`src/rtl/memcopy_pkg.sv`:
```
// Shared types and constants for the MEMCOPY multi-cycle sequencer.
package memcopy_pkg;

    typedef enum logic [1:0] {
        IDLE  = 2'd0,
        READ  = 2'd1,
        WRITE = 2'd2,
        DONE  = 2'd3
    } mc_state_t;

    localparam logic [6:0]  OPC_MEMCOPY = 7'b1111111;
    localparam logic [6:0]  OPC_UMUL    = 7'b0111111;
    localparam int unsigned WORD_BYTES  = 4;

endpackage

```
`src/rtl/memcopy_sequencer_mem_port_mux.sv`:
```
// 2:1 data-memory port selector: core load/store path vs. copy engine.
module mem_port_mux #(
    parameter int unsigned ADDR_WIDTH = 32,
    parameter int unsigned DATA_WIDTH = 32
) (
    input  logic                  sel_i,
    input  logic                  core_read_i,
    input  logic                  core_write_i,
    input  logic [ADDR_WIDTH-1:0] core_addr_i,
    input  logic [DATA_WIDTH-1:0] core_wdata_i,
    input  logic                  copy_read_i,
    input  logic                  copy_write_i,
    input  logic [ADDR_WIDTH-1:0] copy_addr_i,
    input  logic [DATA_WIDTH-1:0] copy_wdata_i,
    output logic                  mem_read_o,
    output logic                  mem_write_o,
    output logic [ADDR_WIDTH-1:0] mem_addr_o,
    output logic [DATA_WIDTH-1:0] mem_wdata_o
);

    always_comb begin
        mem_read_o  = core_read_i;
        mem_write_o = core_write_i;
        mem_addr_o  = core_addr_i;
        mem_wdata_o = core_wdata_i;
        if (sel_i) begin
            mem_read_o  = copy_read_i;
            mem_write_o = copy_write_i;
            mem_addr_o  = copy_addr_i;
            mem_wdata_o = copy_wdata_i;
        end
    end

endmodule

```
`src/rtl/memcopy_sequencer.sv`:
```
// MEMCOPY sequencer: copies len words src->dst via one READ/WRITE pair per word,
// stalling the pipeline and owning the data-memory port while it runs.
module memcopy_sequencer
    import memcopy_pkg::*;
#(
    parameter int unsigned ADDR_WIDTH = 32,
    parameter int unsigned DATA_WIDTH = 32,
    parameter int unsigned LEN_WIDTH  = 16
) (
    input  logic                  clk,
    input  logic                  reset,
    input  logic                  start,
    input  logic [ADDR_WIDTH-1:0] src_addr,
    input  logic [ADDR_WIDTH-1:0] dst_addr,
    input  logic [LEN_WIDTH-1:0]  len,
    input  logic                  core_mem_read,
    input  logic                  core_mem_write,
    input  logic [ADDR_WIDTH-1:0] core_addr,
    input  logic [DATA_WIDTH-1:0] core_wdata,
    input  logic [DATA_WIDTH-1:0] mem_rdata,
    output logic                  mem_read,
    output logic                  mem_write,
    output logic [ADDR_WIDTH-1:0] mem_addr,
    output logic [DATA_WIDTH-1:0] mem_wdata,
    output logic                  stall,
    output logic                  busy,
    output logic                  done
);

    localparam logic [ADDR_WIDTH-1:0] STRIDE     = ADDR_WIDTH'(WORD_BYTES);
    localparam logic [ADDR_WIDTH-1:0] ALIGN_MASK = ~ADDR_WIDTH'(WORD_BYTES - 1);
    localparam logic [LEN_WIDTH-1:0]  LEN_ONE    = LEN_WIDTH'(1);

    mc_state_t             state_q, state_d;
    logic [ADDR_WIDTH-1:0] src_ptr_q, src_ptr_d;
    logic [ADDR_WIDTH-1:0] dst_ptr_q, dst_ptr_d;
    logic [LEN_WIDTH-1:0]  remaining_q, remaining_d;
    logic                  busy_q, busy_d;
    logic                  done_q, done_d;

    logic                  copy_read_c;
    logic                  copy_write_c;
    logic [ADDR_WIDTH-1:0] copy_addr_c;

    // Next-state, pointer and counter update
    always_comb begin
        state_d     = state_q;
        src_ptr_d   = src_ptr_q;
        dst_ptr_d   = dst_ptr_q;
        remaining_d = remaining_q;
        case (state_q)
            IDLE: begin
                if (start) begin
                    src_ptr_d   = src_addr & ALIGN_MASK;
                    dst_ptr_d   = dst_addr & ALIGN_MASK;
                    remaining_d = len;
                    state_d     = (len == '0) ? DONE : READ;
                end
            end
            READ:  state_d = WRITE;
            WRITE: begin
                src_ptr_d   = src_ptr_q + STRIDE;
                dst_ptr_d   = dst_ptr_q + STRIDE;
                remaining_d = remaining_q - LEN_ONE;
                state_d     = (remaining_q == LEN_ONE) ? DONE : READ;
            end
            DONE:    state_d = IDLE;
            default: state_d = IDLE;
        endcase
        busy_d = (state_d == READ) || (state_d == WRITE);
        done_d = (state_d == DONE);
    end

    always_ff @(posedge clk) begin
        if (reset) begin
            state_q     <= IDLE;
            src_ptr_q   <= '0;
            dst_ptr_q   <= '0;
            remaining_q <= '0;
            busy_q      <= 1'b0;
            done_q      <= 1'b0;
        end else begin
            state_q     <= state_d;
            src_ptr_q   <= src_ptr_d;
            dst_ptr_q   <= dst_ptr_d;
            remaining_q <= remaining_d;
            busy_q      <= busy_d;
            done_q      <= done_d;
        end
    end

    // Copy-side port requests; read data is forwarded straight into the write
    always_comb begin
        copy_read_c  = (state_q == READ);
        copy_write_c = (state_q == WRITE);
        copy_addr_c  = copy_write_c ? dst_ptr_q : src_ptr_q;
    end

    mem_port_mux #(
        .ADDR_WIDTH (ADDR_WIDTH),
        .DATA_WIDTH (DATA_WIDTH)
    ) u_mem_port_mux (
        .sel_i        (busy_q),
        .core_read_i  (core_mem_read),
        .core_write_i (core_mem_write),
        .core_addr_i  (core_addr),
        .core_wdata_i (core_wdata),
        .copy_read_i  (copy_read_c),
        .copy_write_i (copy_write_c),
        .copy_addr_i  (copy_addr_c),
        .copy_wdata_i (mem_rdata),
        .mem_read_o   (mem_read),
        .mem_write_o  (mem_write),
        .mem_addr_o   (mem_addr),
        .mem_wdata_o  (mem_wdata)
    );

    // Stall must cover the issue cycle itself so the MEMCOPY instruction holds in EX
    assign stall = ((state_q == IDLE) && start) || busy_q;
    assign busy  = busy_q;
    assign done  = done_q;

endmodule
```
`config.mk`:
```
export PLATFORM = sky130hd
export DESIGN_NAME = memcopy_sequencer
export DESIGN_NICKNAME = d
export VERILOG_FILES = /design/src/rtl/memcopy_pkg.sv /design/src/rtl/memcopy_sequencer_mem_port_mux.sv /design/src/rtl/memcopy_sequencer.sv
export SDC_FILE = /design/constraint.sdc
export NUM_CORES = 1
export LEC_CHECK = 0
export ABC_CLOCK_PERIOD_IN_PS = 4450
export BUFFER_PORTS_ARGS = -buffer_cell sky130_fd_sc_hd__buf_2
export CAP_MARGIN = 20
export CORE_MARGIN = 4
export CORE_UTILIZATION = 53
export DETAILED_ROUTE_END_ITERATION = 10
export PLACE_DENSITY = 0.87
export REMOVE_ABC_BUFFERS = 1
export SLEW_MARGIN = 25
export SYNTH_ARGS = -nofsm -noshare
export SYNTH_HDL_FRONTEND = slang
export SYNTH_HIERARCHICAL = 1
export SYNTH_SLANG_ARGS = --single-unit
export TNS_END_PERCENT = 5
```
`constraint.sdc`:
```
create_clock -name clk -period 4.45 [get_ports clk]
set_input_delay 0.445 -clock clk [delete_from_list [all_inputs] [get_ports clk]]
set_output_delay 0.445 -clock clk [all_outputs]
set_load 0.02 [all_outputs]
```
# Word-level counts from Yosys, hierarchy flattened
# Index checks and enable logic that the tools add are counted.
# W data, S select, Z words.
[word_totals]
register_bits = 84
latch_bits = 0
ramBits = 0
mem_bits_ro = 0
inputBits = 181
output_inout_bits = 69
n_memories = 0
[op_classes]
n_addsub = 3
n_mul = 0
div = 0
order_cmp = 0
eq_ne = 8
shifts = 0
n_mux = 15
bitwise_logic = 0
reduce_logical = 7
[op_table]
columns = ["op", "count"]
rows = [
  ["$mux W32", 5],
  ["$pmux W32 S2", 2],
  ["$add A32 B3 Y32 const B", 2],
  ["$pmux W16 S2", 1],
  ["$eq A16 B1 Y1 const B", 1],
  ["$logic_not A16 Y1", 1],
  ["$mux W16", 1],
  ["$sub A16 B1 Y16 const B", 1],
  ["$eq A2 B2 Y1 const B", 4],
  ["$pmux W2 S4", 1],
  ["$mux W2", 3],
  ["$eq A2 B1 Y1 const B", 2],
  ["$logic_not A2 Y1", 1],
  ["$logic_or A1 B1 Y1", 2],
  ["$mux W1", 2],
  ["$ne A2 B2 Y1 const B", 1],
  ["$reduce_and A2 Y1", 1],
  ["$reduce_bool A2 Y1", 1],
  ["$logic_and A1 B1 Y1", 1],
]

# Logic depth before layout (Yosys ltp)
# Gate-level depths: netlist (run 1).
[logic_depth]
depth_word = 6
ltp_mapped = 8
ltp_nobuf = 7

# Hierarchy
# Netlist (run 1), hierarchy kept.
[by_module_without_submodules]
columns = ["mod", "n_inst", "cells_each", "area_each_um2", "seq_area_each_um2"]
rows = [
  ["memcopy_sequencer", 1, 693, 4923.5, 1601.5],
  ["mem_port_mux", 1, 73, 959.7, 0.0],
]

# Worst setup path after synthesis (run 1)
# Ideal clock, no wire load.
[synth_path]
path_kind = "register to register"
start = "reg src_ptr_q[2]"
end = "reg src_ptr_q[22]"
setup_ns = 0.074
arrival_ns = 2.166
required_ns = 4.376
path_slack_ns = 2.210
path_stages_with_launch = 8
n_path_buf = 1
period_less_slack_ns = 2.240
path_cell_list = "dfxtp_1 -> ha_1 -> nand2_1 -> or4_4 -> buf_6 -> or4_4 -> or3_1 -> a31oi_1"
[synth_between]
elab_chain_cells = 2
[synth_rtl]
columns = ["item", "line", "rtl"]
rows = [
  ["from (decl)", "memcopy_sequencer.sv:35", "logic [ADDR_WIDTH-1:0] src_ptr_q, src_ptr_d;"],
  ["from (signal assigned)", "memcopy_sequencer.sv:84", "src_ptr_q <= src_ptr_d;"],
  ["$add A32 B3 Y32", "memcopy_sequencer.sv:62", "src_ptr_d = src_ptr_q + STRIDE;"],
  ["$pmux W32 S2", "memcopy_sequencer.sv:51", "case (state_q)"],
]
# Every way passes these cells.
# A chain may end at the register's enable or synchronous reset.

# Worst setup path in the final report (run 1)
[layout_path]
start = "reg state_q[1]"
end = "out mem_addr[4]"
[layout_between]
elab_chain_cells = 3
[layout_rtl]
columns = ["item", "line", "rtl"]
rows = [
  ["from (decl)", "memcopy_sequencer.sv:34", "mc_state_t state_q, state_d;"],
  ["from (signal assigned)", "memcopy_sequencer.sv:83", "state_q <= state_d;"],
  ["$eq A2 B2 Y1", "memcopy_sequencer.sv:95", "copy_write_c = (state_q == WRITE);"],
  ["$mux W32", "memcopy_sequencer.sv:96", "copy_addr_c = copy_write_c ? dst_ptr_q : src_ptr_q;"],
  ["via copy_addr_c[4]", "memcopy_sequencer.sv:43", "logic [ADDR_WIDTH-1:0] copy_addr_c;"],
  ["$mux W32", "memcopy_sequencer_mem_port_mux.sv:26", "if (sel_i) begin"],
  ["to (decl)", "memcopy_sequencer.sv:23", "output logic [ADDR_WIDTH-1:0] mem_addr,"],
]
# The timed path passes the listed nets, and every way through them passes these cells.

==> results of run 1 <==
layer usage:
metal / up-vias / GRT usage / routed length (um) / part of all wire
met2: 372 / 0.452 / 9260 / 0.48
met3: 38 / 0.0594 / 2090 / 0.11
li1: 3226 / - / - / -
met1: 3152 / 0.380 / 7760 / 0.40
met5: - / 0 / 16 / 0.00082
met4: 4 / 0.0889 / 354 / 0.018
final cells by class:
| cell class | count | area share |
|---|---|---|
| inverter | 11 | 0.00567 |
| clock buffer | 12 | 0.0213 |
| tap | 140 | 0.0241 |
| clock inverter | 3 | 0.00241 |
| sequential | 80 | 0.220 |
| multi-input combinational | 619 | 0.547 |
| timing repair buffer | 255 | 0.179 |
path summary, 6_finish.rpt:
path / start / endpoint / slack [ps] / cells after the start
max: state_q[1] / mem_addr[4] / 1220 / 8
min: src_addr[21] / src_ptr_q[21] / 340 / 3
max reg2reg: state_q[0] / dst_ptr_q[6] / 1540 / 7
min reg2reg: remaining_q[5] / remaining_q[5] / 520 / 2
flip-flops by register name, indices dropped and copies added (netlist names):
register and flops:
state_q 2, done 1, dst_ptr_q 30, busy 1, remaining_q 16, src_ptr_q 30
report_power, final:
group	switching, mW	total [mW]	internal (mW)
Combinational	0.353	0.665	0.312
Clock	0.263	0.491	0.229
Sequential	0.105	0.883	0.778
Total	0.721	2.04	1.32
synthesized netlist by cell type (3+ instances only):
library cell    n
a22oi_1        13
buf_6           6
o22ai_1        24
mux2i_1         7
and2_1          6
or2_2           3
nand3_1        31
and4_1          8
nor4_1         19
nor2b_1         4
xor2_1         11
buf_2           4
a221oi_1        3
clkbuf_1       41
or3_1          11
a31oi_1        12
o211ai_1        9
xnor2_1         6
a311oi_1        6
ha_1            5
a32o_1          3
nand2_1       151
inv_1          10
o21ai_0        23
and3_1          4
nor2_1         48
a22o_1          3
nand2b_1        6
nor3_1         23
nand4_1        21
a211oi_1       12
mux2_2         28
mux2_4         40
buf_1           6
o32ai_1         3
dfxtp_1        80
a21oi_1        48
cells in the final DEF, fill, tap and decap left out, drive strengths merged, types with 11 or more instances in the layout:
cell	count
o22ai	24
a31oi	12
xor2	11
o21ai	23
inv	11
nand3	31
or3	11
buf	255
a22oi	13
nor3	23
dfxtp	80
clkbuf	12
mux2	68
nand2	151
nor2	48
nor4	19
nand4	21
a211oi	12
a21oi	48
stage by stage:
stage | area [sq um] | std cells | power (mW) | hold slack, ps
2_1_floorplan | 5620 | 710 | 1.31 | 469
3_3_place_gp | 7110 | 1105 | 1.54 | 508
3_5_place_dp | 7110 | 1105 | 1.55 | 506
4_1_cts | 7280 | 1120 | 2.03 | 343
5_1_grt | 7280 | 1120 | 2.13 | 344
6_report | 7280 | 1120 | 2.04 | 342
cell families after synthesis:
group                    after synthesis  synth area share
AO/OA/AOI/OAI                        175             0.193
other                                  1          0.000637
buffers and inverters                 68            0.0519
multiplexers                          75             0.168
flip-flops                            80             0.272
XOR/XNOR                              17            0.0253
AND/OR/NAND/NOR                      345             0.279
adder cells (fa/ha/maj)                5            0.0106
critical path: stages (launching register included):
cell and delay [ps]:
dfxtp_1 310, buf_4 240, nand2b_4 310, inv_2 650, buf_4 410, nand2_1 100
nand2_1 90, mux2_4 140, buf_2 150
==> out/metrics.yaml, run 1 <==
skew_ps: 10.2
max_slew_margin: 0.367
die_x_um: 113
ys_ff_latch: 80
cts_hold_buf: 0
rows: 38
n_fill_cell: 953
outcome: "finished, final reports clean"
overflow: 0
grt_max_degree: 70
worst_slack_ps: 1220
max_freq_ghz: 0.310
ys_top_cells_by_area: "dfxtp_1 (27%), mux2_4 (10%), nand2_1 (9.6%), mux2_2 (5.4%), a21oi_1 (4.1%)"
ctsResizeCount: 0
start_kind: "register"
yosys_warnings: 6
cts-root-buf: "clkbuf_8"
cts_tree: "yes"
drive_gt1_frac: 0.356
initial_core_util: 0.543
synth_edf_count: 0
final_util: 0.672
worstSetupEndpointType: "primary output"
ant_nets: 0
grt_antenna_before_repair: 2
p_leak_nw: 3.22
cellPowerDensity_nw_per_um2: 280
clk_pin_slew_ps: 80
placement.io_buffers: 245
postCtsSetupBuffers: 0
min_path_type: "primary input to register"
tns_ps: 0
min_period_ps: 3230
core-area_sq_um: 10800
cp.required_ps: 4010
area_growth_pct: 23.8
period_share: 0.725
place_ws_ps: 1620
dr.pass1.iters: 5
first_global_vias: 6065
die-area_sq_um: 12800
layout.nets: 1162
drv_slew: 0
synth_top_cell_area_share: 0.272
avgSynthCellArea_sq_um: 7.68
setup_violations: 0
vias_per_cell: 6.06
vdd_drop_max_mv: 0.121
crit_type: "register to primary output"
place_congestion: 0.903
vias: 6792
h-tree-depth: 3
dp_hpwl_um: 14200
diodes: 0
async_flop_share: 0
drt_iter0_markers: 719
multi_input_area_sq_um: 3990
numCtsBuffers: 9
rsz0062_at_grt: "false"
cp.arrival_ps: 2780
io_pins: 250
clk_latency_ps: 350
synth_cell_types: 58
cp_max_fo: 42
finalHoldViolCount: 0
yosysSeqAreaShare: 0.272
drc: 0
ys.flop_type: "dfxtp_1"
cap_violations: 0
clk_path_buf_depth: 2
synth_area_leader_cell: "dfxtp_1"
die_h_um: 113
synthCells: 766
cts.sinks: 80
grt_first_pass_wirelength_um: 29900
synthesis.area_sq_um: 5880
drt_wl_total_um: 19500
grtUsageTotal: 0.282
max_slew.worst_pin.slew_ps: 949
routedWlPerCell_um: 17.4
regArea_sq_um: 1610
Power figures use the tool's default switching activity.
==> run 2: changes to the inputs <==
ABC_AREA = 1   (was not set)
ABC_CLOCK_PERIOD_IN_PS = 3000   (was 4450)
CORE_UTILIZATION = 51   (was 53)
PLACE_DENSITY = 0.82   (was 0.87)
clock period = 3 ns   (was 4.45 ns; I/O delays follow)
==> out/metrics.yaml, run 2 <==
worst_slack_ps: 780
drt_wl_total_um: 23000
tns_ps: 0
ys_top_cells_by_area: "nand2_1 (28%), dfxtp_1 (24%), nor2_1 (9.9%), nand3_1 (5.9%), inv_1 (5.8%)"
hold_path_depth: 3
cts_tree: "yes"
min-delay-start: "src_addr[2]"
cp.buffers_inverters: 2
combPwrFrac: 0.303
initial_core_util: 0.526
dp_hpwl_um: 17000
vias_per_cell: 5.27
cp_slowest_stage_delay_ps: 370
power_frac_seq: 0.350
synth_edf_count: 0
ctsResizeCount: 0
synth_cell_types: 50
first_global_vias: 7459
p_int_mw: 2.34
finalNonFillerCells: 1618
cts.sinks: 80
clk_path_buf_depth: 2
dr.pass1.iters: 5
layout_commonest_cell: "nand2_1"
cp_slowest_cell: "dfxtp_1"
die_x_um: 123
synth_top_cell_area_share: 0.276
crit_type: "register to primary output"
synth.top_cells.by_count: "nand2_1 (494), nor2_1 (178), inv_1 (103)"
rows: 41
cp.arrival_ps: 1920
grt_first_pass_wirelength_um: 35500
max_slew_margin: 0.395
rr_worst_depth: 7
skew_ps: 9.16
min_path_type: "primary input to register"
routedWlPerCell_um: 14.2
place_ws_ps: 1020
p_sw_mw: 1.29
p_leak_nw: 4.07
drive_gt1_frac: 0.213
core-area_sq_um: 12800
cts_hold_buf: 0
layout.nets: 1627
placement.io_buffers: 245
min_period_ps: 2220
ant_nets: 0
grtUsageTotal: 0.293
period_share: 0.740
synth_area_leader_cell: "nand2_1"
rsz0062_at_grt: "false"
place_congestion: 0.977
avgSynthCellArea_sq_um: 5.46
h-tree-depth: 3
postCtsSetupBuffers: 0
yosysSeqAreaShare: 0.238
drt_iter0_markers: 765
cp_common_cell: "nand2_1"
die-area_sq_um: 15100
async_flop_share: 0
r2r_end: "dst_ptr_q[7]"
final_util: 0.648
drv_slew: 0
cap_violations: 0
cellPowerDensity_nw_per_um2: 439
cts-root-buf: "clkbuf_16"
synthesis.area_sq_um: 6720
outcome: "finished, final reports clean"
setup_violations: 0
cp.required_ps: 2700
start_kind: "register"
diodes: 0
max_slew.worst_pin.slew_ps: 907
die_h_um: 123
r2r_slack_ps: 1000
drc: 0
cp.depth: 7
p_sw_frac: 0.354
worstPathCellList: "nand2_4 > buf_12 > nand2_1 > o21ai_0 > nand2_1 > nand2_1 > buf_2"
clk_pin_slew_ps: 60
area_growth_pct: 23.2
clk_latency_ps: 350
ys.flop_type: "dfxtp_1"
ys_ff_latch: 80
timing.hold.ws_ps: 210
final_cell_mix: "nand2_1 (494), buf_2 (245), nor2_1 (178), inv_1 (103)"
grt_max_degree: 108
vdd_drop_max_mv: 0.363
synthCells: 1230
n_fill_cell: 1283
synth.most_common_cell: "nand2_1"
dpl.cell_count: 1602
overflow: 0
worstSetupEndpointType: "primary output"
hold_path_end: "src_ptr_q[2]"
r2r-start: "state_q[1]"
cp_max_fo: 107
yosys_warnings: 6
crit_family: "buffers and inverters"
clock_power_share: 0.347
io_pins: 250
vias: 8519
finalHoldViolCount: 0
reg.largest.list: "dst_ptr_q (30), src_ptr_q (30), remaining_q (16)"
grt_antenna_before_repair: 0
max_freq_ghz: 0.450
numCtsBuffers: 9
## run 2: cell count changes in the layout (fill, tap and decap cells not counted), moves of 28 or more
cell,change
nand2_1,+343
nor2_1,+131
inv_1,+94
nand3_1,+48
mux2_4,-40
o21ai_0,+36
mux2_2,-28
## run 2: area by class of cell
cell class	count	area, sq um	share of cell area
clock buffers	12	267	0.0322
inverters	109	414	0.0500
flip-flops and latches	80	1600	0.194
clock inverters	4	75.1	0.00907
multi-input cells	988	4390	0.531
repair buffers	253	1310	0.158
well taps	172	215	0.0260
## run 2: worst min-delay path, cell delays in order
cell	delay (ps)
buf_2	100
nand2_1	50
a21oi_1	50
## run 2: worst max-delay path by stage
stage                from      endpoint
2_1_floorplan  state_q[1]          busy
3_3_place_gp   state_q[1]  dst_ptr_q[7]
3_5_place_dp   state_q[1]  dst_ptr_q[7]
4_1_cts        state_q[1]   mem_addr[8]
5_1_grt              busy  mem_wdata[3]
6_report       state_q[1]  mem_addr[22]
## run 2: metal layers
metal	up-vias	GRT usage	part of all wire
met5	-	0	0
met4	0	0.120	0.027
met3	48	0.0429	0.093
met2	388	0.497	0.47
met1	3762	0.373	0.41
li1	4321	-	-
## run 2: through the flow
step	total power, mW	area (sq um)
after floorplan	1.95	6410
after global placement	2.36	7940
after detailed placement	2.38	7940
after CTS	3.63	8280
after global routing	3.82	8280
final	3.63	8280
## run 2: kinds of logic after synthesis
logic type,count (synthesis),synth area share
AND/OR/NAND/NOR,813,0.500
AO/OA/AOI/OAI,163,0.137
buffers and inverters,163,0.108
flip-flops,80,0.238
adder cells (fa/ha/maj),5,0.00931
XOR/XNOR,4,0.00521
other,1,0.000558
multiplexers,1,0.00149
## run 2: power by group through the flow
stage / Sequential [mW] / Combinational (mW) / Clock [mW]
finish: 1.27 / 1.10 / 1.26
global placement: 1.29 / 1.08 / 0
floorplan: 1.28 / 0.676 / 0
global route: 1.29 / 1.22 / 1.31
CTS: 1.27 / 1.10 / 1.26
detailed placement: 1.29 / 1.09 / 0
==> run 3: changes to the inputs <==
ABC_CLOCK_PERIOD_IN_PS = 2250   (was 3000)
clock period = 2.25 ns   (was 3 ns; I/O delays follow)
==> out/metrics.yaml, run 3 (same netlist as run 2, synthesis figures left out) <==
outcome: "finished, final reports clean"
drv_slew: 0
setup_violations: 0
rsz0062_at_grt: "false"
routedWlPerCell_um: 14.3
max_freq_ghz: 0.464
grtUsageTotal: 0.295
p_total_mw: 4.73
diodes: 0
dpl.cell_count: 1615
postCtsSetupBuffers: 0
finalNonFillerCells: 1632
worstSetupEndpointType: "primary output"
clk_path_buf_depth: 2
cp_max_fo: 38
grt_antenna_before_repair: 0
place_congestion: 0.961
initial_core_util: 0.526
grt_first_pass_wirelength_um: 35400
start_kind: "register"
period_share: 0.957
cap_violations: 0
p_leak_nw: 4.15
placement.io_buffers: 245
cp.arrival_ps: 1930
reg.largest.list: "dst_ptr_q (30), src_ptr_q (30), remaining_q (16)"
core-area_sq_um: 12800
timing.hold.ws_ps: 137
rows: 41
vias_per_cell: 5.21
final_util: 0.658
ant_nets: 0
grt_max_degree: 68
final_cell_mix: "nand2_1 (494), buf_2 (245), nor2_1 (178), inv_1 (103), nand3_1 (79)"
min_period_ps: 2150
cts-root-buf: "clkbuf_16"
dp_hpwl_um: 17400
finalHoldViolCount: 0
vias: 8496
die-area_sq_um: 15100
overflow: 0
crit_type: "register to primary output"
drt_iter0_markers: 686
cts.sinks: 80
cp_common_cell: "nand2_1"
dr.pass1.iters: 5
cp_slowest_stage_delay_ps: 320
cp.buffers_inverters: 4
die_x_um: 123
fin_area_sq_um: 8410
clk_latency_ps: 350
clk_pin_slew_ps: 60
cp_slowest_cell: "dfxtp_1"
h-tree-depth: 3
max_slew.worst_pin.slew_ps: 591
drt_wl_total_um: 23300
cts_tree: "yes"
worstPathCellList: "inv_2 > nand2_4 > buf_12 > buf_6 > nor2_1 > a21oi_1 > nand2_1 > nand2_1 > buf_2"
skew_ps: 4.65
die_h_um: 123
dpl-instance-area_sq_um: 8070
crit_family: "buffers and inverters"
io_pins: 250
area_growth_pct: 25.2
numCtsBuffers: 9
first_global_vias: 7509
layout_commonest_cell: "nand2_1"
drive_gt1_frac: 0.220
cp.required_ps: 2030
vdd_drop_max_mv: 0.503
cellPowerDensity_nw_per_um2: 563
drc: 0
min_path_type: "primary input to register"
layout.nets: 1641
max_slew_margin: 0.605
## run 3: cell count changes in the layout (fill, tap and decap cells not counted), moves of 2 or more
cell	change
clkinvlp_4	-2
buf_4	+9
clkbuf_1	+2
buf_12	+2
## run 3: power breakdown
part | total, mW | switching, mW | internal [mW]
registers | 1.69 | 0.150 | 1.54
clock network | 1.53 | 0.610 | 0.918
logic | 1.51 | 0.961 | 0.554
## run 3: metal layers
metal  track usage  share of wire  wire (um)  vias to the layer above
met1         0.368           0.41       9560                     3702
li1              -              -          -                     4365
met2         0.508           0.47      10900                      386
met5             0              0          0                        -
met4         0.115          0.025        587                        0
met3        0.0479          0.097       2260                       43
## run 3: path summary, 6_finish.rpt
path,slack (ps),end,depth (start not counted),startpoint
setup / recovery,100,mem_addr[25],9,state_q[0]
hold / removal,140,dst_ptr_q[22],3,dst_addr[22]
setup reg to reg,400,dst_ptr_q[26],10,dst_ptr_q[2]
hold reg to reg,490,remaining_q[15],2,remaining_q[15]
## run 3: area by class of cell
class | instances | area (sq um)
Clock buffer | 13 | 260
Sequential cell | 80 | 1600
Timing Repair Buffer | 267 | 1480
Inverter | 109 | 413
Tap cell | 172 | 215
Clock inverter | 3 | 40.0
Multi-Input combinational cell | 988 | 4390
Fill cell | 1284 | 4360
## run 3: stage by stage
| step | setup WS (ps) | TNS (ps) |
|---|---|---|
| after floorplan | -740 | -55960 |
| after global placement | 443 | 0 |
| after detailed placement | 413 | 0 |
| after CTS | 39.2 | 0 |
| after global routing | 15.8 | 0 |
| final | 97.0 | 0 |
## run 3: worst reg2reg max path: cells and delay by family, from the launching register on
family	cells	cell delay, ps
AND/OR/NAND/NOR	9	1110
adder cells (fa/ha/maj)	1	220
flip-flops	1	410
## run 3: repair_timing
item                       4_1_cts  5_1_grt
gates resized for setup          0        3
setup endpoints to repair        0        9
hold buffers                     0        0
